**src/rtl/register_bank_pkg.sv**
```systemverilog
// Shared TD4 register-file constants: default geometry and architectural register indices.
package register_bank_pkg;

  localparam int unsigned TD4_WIDTH = 4;
  localparam int unsigned TD4_NREG  = 4;
  localparam int unsigned TD4_AW    = 2;

  // Architectural register slots within the bank
  localparam int unsigned REG_A   = 0;
  localparam int unsigned REG_B   = 1;
  localparam int unsigned REG_OUT = 2;
  localparam int unsigned REG_PC  = 3;

endpackage

```
**src/rtl/counter_register.sv**
```systemverilog
// One bank channel: loadable register with increment mode and a one-cycle wrap pulse.
module counter_register #(
  parameter int unsigned      WIDTH  = 4,
  parameter logic [WIDTH-1:0] RSTVAL = '0
) (
  input  logic             CLK,
  input  logic             CLR,
  input  logic             LD,
  input  logic             INC,
  input  logic [WIDTH-1:0] D,
  output logic [WIDTH-1:0] Q,
  output logic             WRAP
);

  // Priority CLR > LD > INC > hold; WRAP only survives a wrapping increment
  always_ff @(posedge CLK) begin
    if (CLR) begin
      Q    <= RSTVAL;
      WRAP <= 1'b0;
    end else if (LD) begin
      Q    <= D;
      WRAP <= 1'b0;
    end else if (INC) begin
      Q    <= Q + WIDTH'(1);
      WRAP <= (Q == {WIDTH{1'b1}});
    end else begin
      WRAP <= 1'b0;
    end
  end

endmodule

```
**src/rtl/register_bank.sv**
```systemverilog
// Parametrised register bank: one write port, per-channel increment, two async read ports.
module register_bank
  import register_bank_pkg::*;
#(
  parameter int unsigned      WIDTH  = TD4_WIDTH,
  parameter int unsigned      NREG   = TD4_NREG,
  parameter int unsigned      AW     = TD4_AW,
  parameter logic [WIDTH-1:0] RSTVAL = '0
) (
  input  logic                  CLK,
  input  logic                  CLR,
  input  logic                  WE,
  input  logic [AW-1:0]         WADDR,
  input  logic [WIDTH-1:0]      D,
  input  logic [NREG-1:0]       INC,
  input  logic [AW-1:0]         RADDR_A,
  input  logic [AW-1:0]         RADDR_B,
  output logic [WIDTH-1:0]      Q_A,
  output logic [WIDTH-1:0]      Q_B,
  output logic [NREG*WIDTH-1:0] Q_ALL,
  output logic [NREG-1:0]       WRAP
);

  logic [WIDTH-1:0] regs [NREG];
  logic [NREG-1:0]  ld;

  // Out-of-range write addresses match no channel and are dropped
  always_comb begin
    ld = '0;
    for (int unsigned i = 0; i < NREG; i++) begin
      ld[i] = WE && (WADDR == AW'(i));
    end
  end

  for (genvar g = 0; g < NREG; g++) begin : g_chan
    counter_register #(
      .WIDTH  (WIDTH),
      .RSTVAL (RSTVAL)
    ) u_reg (
      .CLK  (CLK),
      .CLR  (CLR),
      .LD   (ld[g]),
      .INC  (INC[g]),
      .D    (D),
      .Q    (regs[g]),
      .WRAP (WRAP[g])
    );
    assign Q_ALL[g*WIDTH +: WIDTH] = regs[g];
  end

  // Read muxes return zero for addresses beyond the populated range
  always_comb begin
    Q_A = '0;
    Q_B = '0;
    for (int unsigned i = 0; i < NREG; i++) begin
      if (RADDR_A == AW'(i)) Q_A = regs[i];
      if (RADDR_B == AW'(i)) Q_B = regs[i];
    end
  end

endmodule

```
**config.mk**
```make
export PLATFORM = sky130hd
export DESIGN_NAME = register_bank
export DESIGN_NICKNAME = d
export VERILOG_FILES = /design/src/rtl/register_bank_pkg.sv /design/src/rtl/counter_register.sv /design/src/rtl/register_bank.sv
export SDC_FILE = /design/constraint.sdc
export NUM_CORES = 1
export LEC_CHECK = 0
export CORE_MARGIN = 2
export CORE_UTILIZATION = 39
export CTS_CLUSTER_SIZE = 40
export DETAILED_ROUTE_END_ITERATION = 12
export GPL_TIMING_DRIVEN = 0
export PLACE_DENSITY = 0.75
export SKIP_CTS_REPAIR_TIMING = 1
export SYNTH_ARGS = -nofsm -noshare
export SYNTH_HDL_FRONTEND = slang
export SYNTH_HIERARCHICAL = 1
export SYNTH_SLANG_ARGS = --single-unit
```
**constraint.sdc**
```tcl
create_clock -name CLK -period 1.35 [get_ports CLK]
set_clock_uncertainty 0.15 [all_clocks]
set_input_delay 0.135 -clock CLK [delete_from_list [all_inputs] [get_ports CLK]]
set_output_delay 0.135 -clock CLK [all_outputs]
set_load 0.05 [all_outputs]
```
# [Yosys cells after proc, flatten, opt, wreduce, memory -nomap -nowiden]
# Cells that the tools add are included.
[totals] register_bits=20 output_inout_bits=28 input_bits=17
[classes] n_eq_ne=13 reduce_logical=15 n_mux=16 bitwise=4 n_addsub=4
[op_table] operator="4-bit 2-to-1 mux" count=16
[op_table] operator="4-bit by 1-bit adder with 4-bit output, second input constant" count=4
[op_table] operator="4-bit equality test, second input constant" count=4
[op_table] operator="2-bit equality test, second input constant" count=6
[op_table] operator="3-bit OR reduction" count=4
[op_table] operator="2-bit nonzero test" count=4
[op_table] operator="2-bit by 1-bit equality test with 1-bit output, second input constant" count=3
[op_table] operator="2-bit logical NOT" count=3
[op_table] operator="1-bit logical AND" count=4
[op_table] operator="1-bit inverter" count=4

# [Depth between registers and ports, before layout]
# Gate-level depths: netlist (run 1).
[depth] word_depth=5 ltp_mapped=4 ltp_nobuf=4

# [By module]
# Netlist (run 1), hierarchy kept.
[modules_own_cells] mod="counter_register" seq_area_each_um2=100.1 cells_each=25 area_per_inst_um2=235.2 n_inst=4
[modules_own_cells] mod="register_bank" seq_area_each_um2=0.0 cells_each=12 area_per_inst_um2=241.5 n_inst=1

# [Worst setup path after synthesis (run 1)]
# Ideal clock, no wire load.
[synth_path] path_type="reg-to-reg" from="register g_chan[0].u_reg.Q[0]" to="register g_chan[0].u_reg.Q[1]" required_time_ns=1.086 path_slack_ns=-0.353 t_arrival_ns=1.439 period_less_slack_ns=1.703 n_path_buf=0 path_stages_with_launch=5 cell_sequence="dfxtp_1 ha_1 mux2_1 mux2i_1 nor2_1"
[synth_via] elab_chain_len=3
[synth_rtl] item="start: declaration" line="counter_register.sv:11" source="output logic [WIDTH-1:0] Q,"
[synth_rtl] item="start signal: assignment" line="counter_register.sv:24" source="Q <= Q + WIDTH'(1);"
[synth_rtl] item="4-bit by 1-bit adder with 4-bit output" line="counter_register.sv:24"
[synth_rtl] item="4-bit 2-to-1 mux" line="counter_register.sv:23" source="end else if (INC) begin"
[synth_rtl] item="4-bit 2-to-1 mux" line="counter_register.sv:20" source="end else if (LD) begin"
# No other way between the ends. The select of a mux whose other input is x is not followed.
# A chain may end at the register's enable or synchronous reset.

# [Worst setup path after layout (run 1)]
[layout_path] from="register g_chan[3].u_reg.Q[1]" to="output Q_B[1]"
[layout_via] elab_chain_len=1
[layout_rtl] item="start: declaration" line="counter_register.sv:11"
[layout_rtl] item="start signal: assignment" line="counter_register.sv:24"
[layout_rtl] item="4-bit 2-to-1 mux" line="register_bank.sv:57" source="if (RADDR_B == AW'(i)) Q_B = regs[i];"
[layout_rtl] item="end: declaration" line="register_bank.sv:19" source="output logic [WIDTH-1:0] Q_B,"
# No other way between the ends.

==> results of run 1 <==
-- final timing paths --
kind / from / end / depth (start not counted)
max: g_chan[3].u_reg/Q[1] / Q_B[1] / 2
min: CLR / g_chan[2].u_reg/Q[1] / 2
max reg2reg: g_chan[3].u_reg/Q[0] / g_chan[3].u_reg/Q[1] / 5
min reg2reg: g_chan[0].u_reg/Q[3] / g_chan[0].u_reg/WRAP / 2
-- registers in the layout, indices dropped and copies added, names as in the netlist --
name,count
g_chan.u_reg/WRAP,4
g_chan.u_reg/Q,16
-- layer usage --
metal  part of all wire (%)  vias up  global-route usage, %
met5                      0        -                      0
met4                    1.6        0                   4.87
met3                    5.7        4                   2.40
met2                     51       46                   35.9
met1                     42      509                   25.1
li1                       -      513                      -
-- cell usage after synthesis, drive strengths merged --
library cell   n  share of area, %
a21oi          8               3.4
and3           1              0.53
and3b          2               1.5
buf            4               1.7
dfxtp         20                34
ha             4               4.2
inv            8               2.5
mux2           4               3.8
mux2i          8               6.8
mux4           8                18
nand2          8               2.5
nand4          4               2.1
nor2           8               2.5
nor3b          1              0.64
nor4           4               2.1
o21a           8               5.1
xnor2          8               5.9
xor2           4               3.0
-- area by class of cell --
type / instances / area (um2) / area share [%]
repair buffers: 52 / 448 / 24.8
flip-flops and latches: 20 / 448 / 24.8
plain buffers: 4 / 20.0 / 1.11
well taps: 31 / 38.8 / 2.15
inverters: 8 / 30.0 / 1.66
multi-input cells: 80 / 767 / 42.5
clock inverters: 1 / 30.0 / 1.66
clock buffers: 3 / 22.5 / 1.25
-- cells in the final DEF, fill, tap and decap left out, drive strengths merged --
| cell type | n |
|---|---|
| inv | 8 |
| a21oi | 8 |
| ha | 4 |
| mux4 | 8 |
| nand2 | 8 |
| buf | 24 |
| dlymetal6s2s | 4 |
| nor2 | 8 |
| xor2 | 4 |
| and3 | 1 |
| dfxtp | 20 |
| nor3b | 1 |
| mux2 | 4 |
| mux2i | 8 |
| clkdlybuf4s50 | 13 |
| and3b | 2 |
| o21a | 8 |
| bufinv | 1 |
| xnor2 | 8 |
| nand4 | 4 |
| nor4 | 4 |
| clkbuf | 18 |
-- power by group --
group          internal, mW  switching [mW]
registers             0.635          0.0698
clock network         0.300           0.207
logic                 0.304           0.403
total                  1.24           0.680
-- kinds of logic (layout without fill, tap and decap cells) --
group | Yosys count | in the layout | share of synthesized area [%]
and+or+nand+nor | 28 | 28 | 12.0
muxes | 20 | 20 | 28.4
DFF | 20 | 20 | 33.9
AOI/OAI and AO/OA | 16 | 16 | 8.47
xor gates and xnor gates | 12 | 12 | 8.89
buffers and inverters | 12 | 68 | 4.23
adders and majority gates | 4 | 4 | 4.23
==> flow_summary.toml, run 1 <==
[layout]
area_growth_pct = 52.6
fin_area_mm2 = 0.00180
final_cells = 199
diodes = 0
fill_cells = 250
drive_gt1_share_pct = 44.6
fin_nets = 190
final_util_pct = 63.8

[run_status]
violations = "setup timing"
status = "finished with violations"

[logic_synthesis]
synth_fp_nets = 133
synth_cell_types = 18
avgSynthCellArea_um2 = 10.6
syn_area_mm2 = 0.00118
yosys_warnings = 6
seq_area_frac_synth_pct = 33.9
syn_inst = 112
synth-seq-cells = 20

[detailed_routing]
wl_um = 3350
drc = 0
vias = 1072
drt-initial-drc-count = 35
wl_per_cell_um = 16.8
viasPerCell = 5.39
dr.pass1.iters = 4
ant_nets = 0

[place]
place_congestion = 0.795
dp_hpwl_um = 2440
io_buffers = 44
place_ws_ns = -1.04
dp_cells = 187
post_dp_cell_area_mm2 = 0.00171

[floorplanning]
dieArea_mm2 = 0.00349
rows = 19
core-area_mm2 = 0.00283
die_y_um = 59.1
io_pins = 45
start_util_pct = 41.8
die_w_um = 59.1

[sta]
drv_slew = 0
max_freq_ghz = 0.606
setup_viol = 11
fin_crit_sh_pct = 122
fin_hold_ws_ns = 0.232
hold_viol_final = 0
worst_pin_slew_ns = 0.760
relSlewSlack_pct = 49.2
grt_setup_unrepaired = "yes"
setup_ws_ns = -0.302
layout_min_cycle_time_ns = 1.65
setup_tns_ns = -2.47

[clock_network]
cts_tree = "built"
clkLatencyLatePin_ns = 0.31
cts_buffers = 3
cts_max_path_buffers = 2
root_buffer = "clkbuf_4"
h-tree-depth = 1
clk_pin_slew_ns = 0.12
cts_num_sinks = 20

[setup_path]
end_kind = "primary output"
cp.arrival_ns = 1.37
r2r_slack_ns = -0.08
crit_chain = "mux4_2 > buf_6"
crit_fanout = 6
crit_buf_inv = 1
cp.required_ns = 1.07
crit_family = "multiplexers"
crit_slowest_cell = "mux4_2"
path_class = "register to primary output"
critPathLaunchType = "register"
crit_path_max_incr_delay_ns = 0.49

[pwr]
p_leak_nw = 0.808
power.total_mw = 1.92
powerDensity_mw_per_mm2 = 1060
vdd.ir_drop.worst_mv = 0.582

[grt]
grt_max_degree = 21
antenna_found_initial = 0
grt_pass1_wl_um = 5140
grt_pass1_vias = 1104
gr-total-overflow = 0
grt_util_all_layers_pct = 19.9

[worst_hold_path]
min_path_type = "input pin to register"

[flow_run]
max_cap_violations = 0
No activity file was read; power rests on OpenSTA's default activity.
==> run 2: changes to the inputs <==
- CELL_PAD_IN_SITES_DETAIL_PLACEMENT: not set -> 1
- CELL_PAD_IN_SITES_GLOBAL_PLACEMENT: not set -> 1
- CORE_UTILIZATION: 39 -> 29
==> flow_summary.toml, run 2 (synthesis results as in run 1) <==
[clock_network]
cts_max_path_buffers = 2
cts_buffers = 3
cts_tree = "built"
clkLatencyLatePin_ns = 0.26
root_buffer = "clkbuf_8"
clk_pin_slew_ns = 0.08
h-tree-depth = 1
cts_num_sinks = 20

[layout]
seq_area_um2 = 453
final_cell_mix = "dfxtp_4 (13), clkbuf_2 (13), buf_6 (12)"
fill_cells = 450
reg.largest.list = "g_chan.u_reg/Q x16, g_chan.u_reg/WRAP x4"
final_cells = 223
largest_register_ffs = 16
diodes = 0
drive_gt1_share_pct = 45.1
regMostFlops = "g_chan.u_reg/Q"
multi_input_area_um2 = 785
area_growth_pct = 63.7
fin_nets = 195
fin_area_mm2 = 0.00194

[floorplanning]
dieArea_mm2 = 0.00460
core-area_mm2 = 0.00397
rows = 23
io_pins = 45
start_util_pct = 29.8
die_y_um = 67.9
die_w_um = 67.9

[detailed_routing]
ant_nets = 0
dr.pass1.iters = 4
wl_per_cell_um = 16.7
drt-initial-drc-count = 25
vias = 1097
viasPerCell = 4.92
drc = 0
wl_um = 3730

[sta]
hold_viol_final = 0
layout_min_cycle_time_ns = 1.59
setup_viol = 11
drv_slew = 0
fin_crit_sh_pct = 118
setup_ws_ns = -0.240
worst_pin_slew_ns = 0.788
setup_tns_ns = -1.85
grt_setup_unrepaired = "yes"
fin_hold_ws_ns = 0.308
relSlewSlack_pct = 47.4
max_freq_ghz = 0.629

[grt]
grt_util_all_layers_pct = 16.0
grt_pass1_wl_um = 5380
antenna_found_initial = 0
grt_max_degree = 21
grt_pass1_vias = 1070
gr-total-overflow = 0

[worst_hold_path]
hold_depth = 4
min_path_type = "input pin to register"

[setup_path]
cp.arrival_ns = 1.30
critPathLaunchType = "register"
crit_path_max_incr_delay_ns = 0.49
end_kind = "primary output"
cp.required_ns = 1.07
crit_chain = "mux4_2 > buf_6"
crit_slowest_cell = "mux4_2"
rr_worst_depth = 5
crit_fanout = 6
path_class = "register to primary output"

[place]
dp_hpwl_um = 2680
dp_cells = 206
post_dp_cell_area_mm2 = 0.00174
io_buffers = 44
place_congestion = 0.717

[run_status]
status = "finished with violations"
violations = "setup timing"

[flow_run]
max_cap_violations = 0

[pwr]
vdd.ir_drop.worst_mv = 0.580
powerDensity_mw_per_mm2 = 953
p_leak_nw = 0.924
run 2: changes by cell type in the layout (fill, tap and decap cells not counted), moves of 2 or more:
cell	change
clkdlybuf4s50_1	-3
dfxtp_4	+2
clkbuf_4	-5
dfxtp_2	-2
buf_6	+2
dlymetal6s2s_1	+6
buf_8	+3
clkbuf_8	+3
run 2: critical path: cells and delay by family (launching register included):
family	cells	cell delay, ns
buf+inv	1	0.17
flops	1	0.38
mux	1	0.49
run 2: through the flow:
step           power, mW  util (%)  worst slack [ns]
2_1_floorplan       1.12         -           -0.0989
3_3_place_gp        1.36      43.8             -1.01
3_5_place_dp        1.38      43.8             -1.02
4_1_cts             1.79      44.9             -1.03
5_1_grt             1.94      48.7            -0.272
6_report            1.84      48.7            -0.240
run 2: metal layers:
| metal | track usage [%] | share of wire (%) | vias up |
|---|---|---|---|
| met5 | 0 | 0 | - |
| met4 | 3.75 | 0.67 | 0 |
| met3 | 3.95 | 5.5 | 2 |
| met2 | 28.1 | 52 | 31 |
| met1 | 19.9 | 42 | 535 |
| li1 | - | - | 529 |
run 2: path summary, 6_finish.rpt:
path	startpoint	to	slack, ns
worst max-delay path	g_chan[3].u_reg/Q[0]	Q_A[0]	-0.24
worst min-delay path	WADDR[1]	g_chan[0].u_reg/Q[2]	0.31
worst max register to register	g_chan[2].u_reg/Q[1]	g_chan[2].u_reg/Q[1]	-0.06
worst min register to register	g_chan[0].u_reg/Q[3]	g_chan[0].u_reg/WRAP	0.35
run 2: cell type report:
cell class | instances | area share (%)
flip-flops and latches | 20 | 23.4
multi-input cells | 80 | 40.5
repair buffers | 57 | 27.6
plain buffers | 4 | 1.36
inverters | 8 | 1.55
well taps | 50 | 3.23
clock inverters | 1 | 0.194
clock buffers | 3 | 2.13
run 2: report_power, final:
part / leakage (nW) / internal [mW] / switching [mW]
logic: 0.727 / 0.324 / 0.416
clock network: 0.0231 / 0.203 / 0.203
registers: 0.174 / 0.632 / 0.0660
total: 0.924 / 1.16 / 0.685
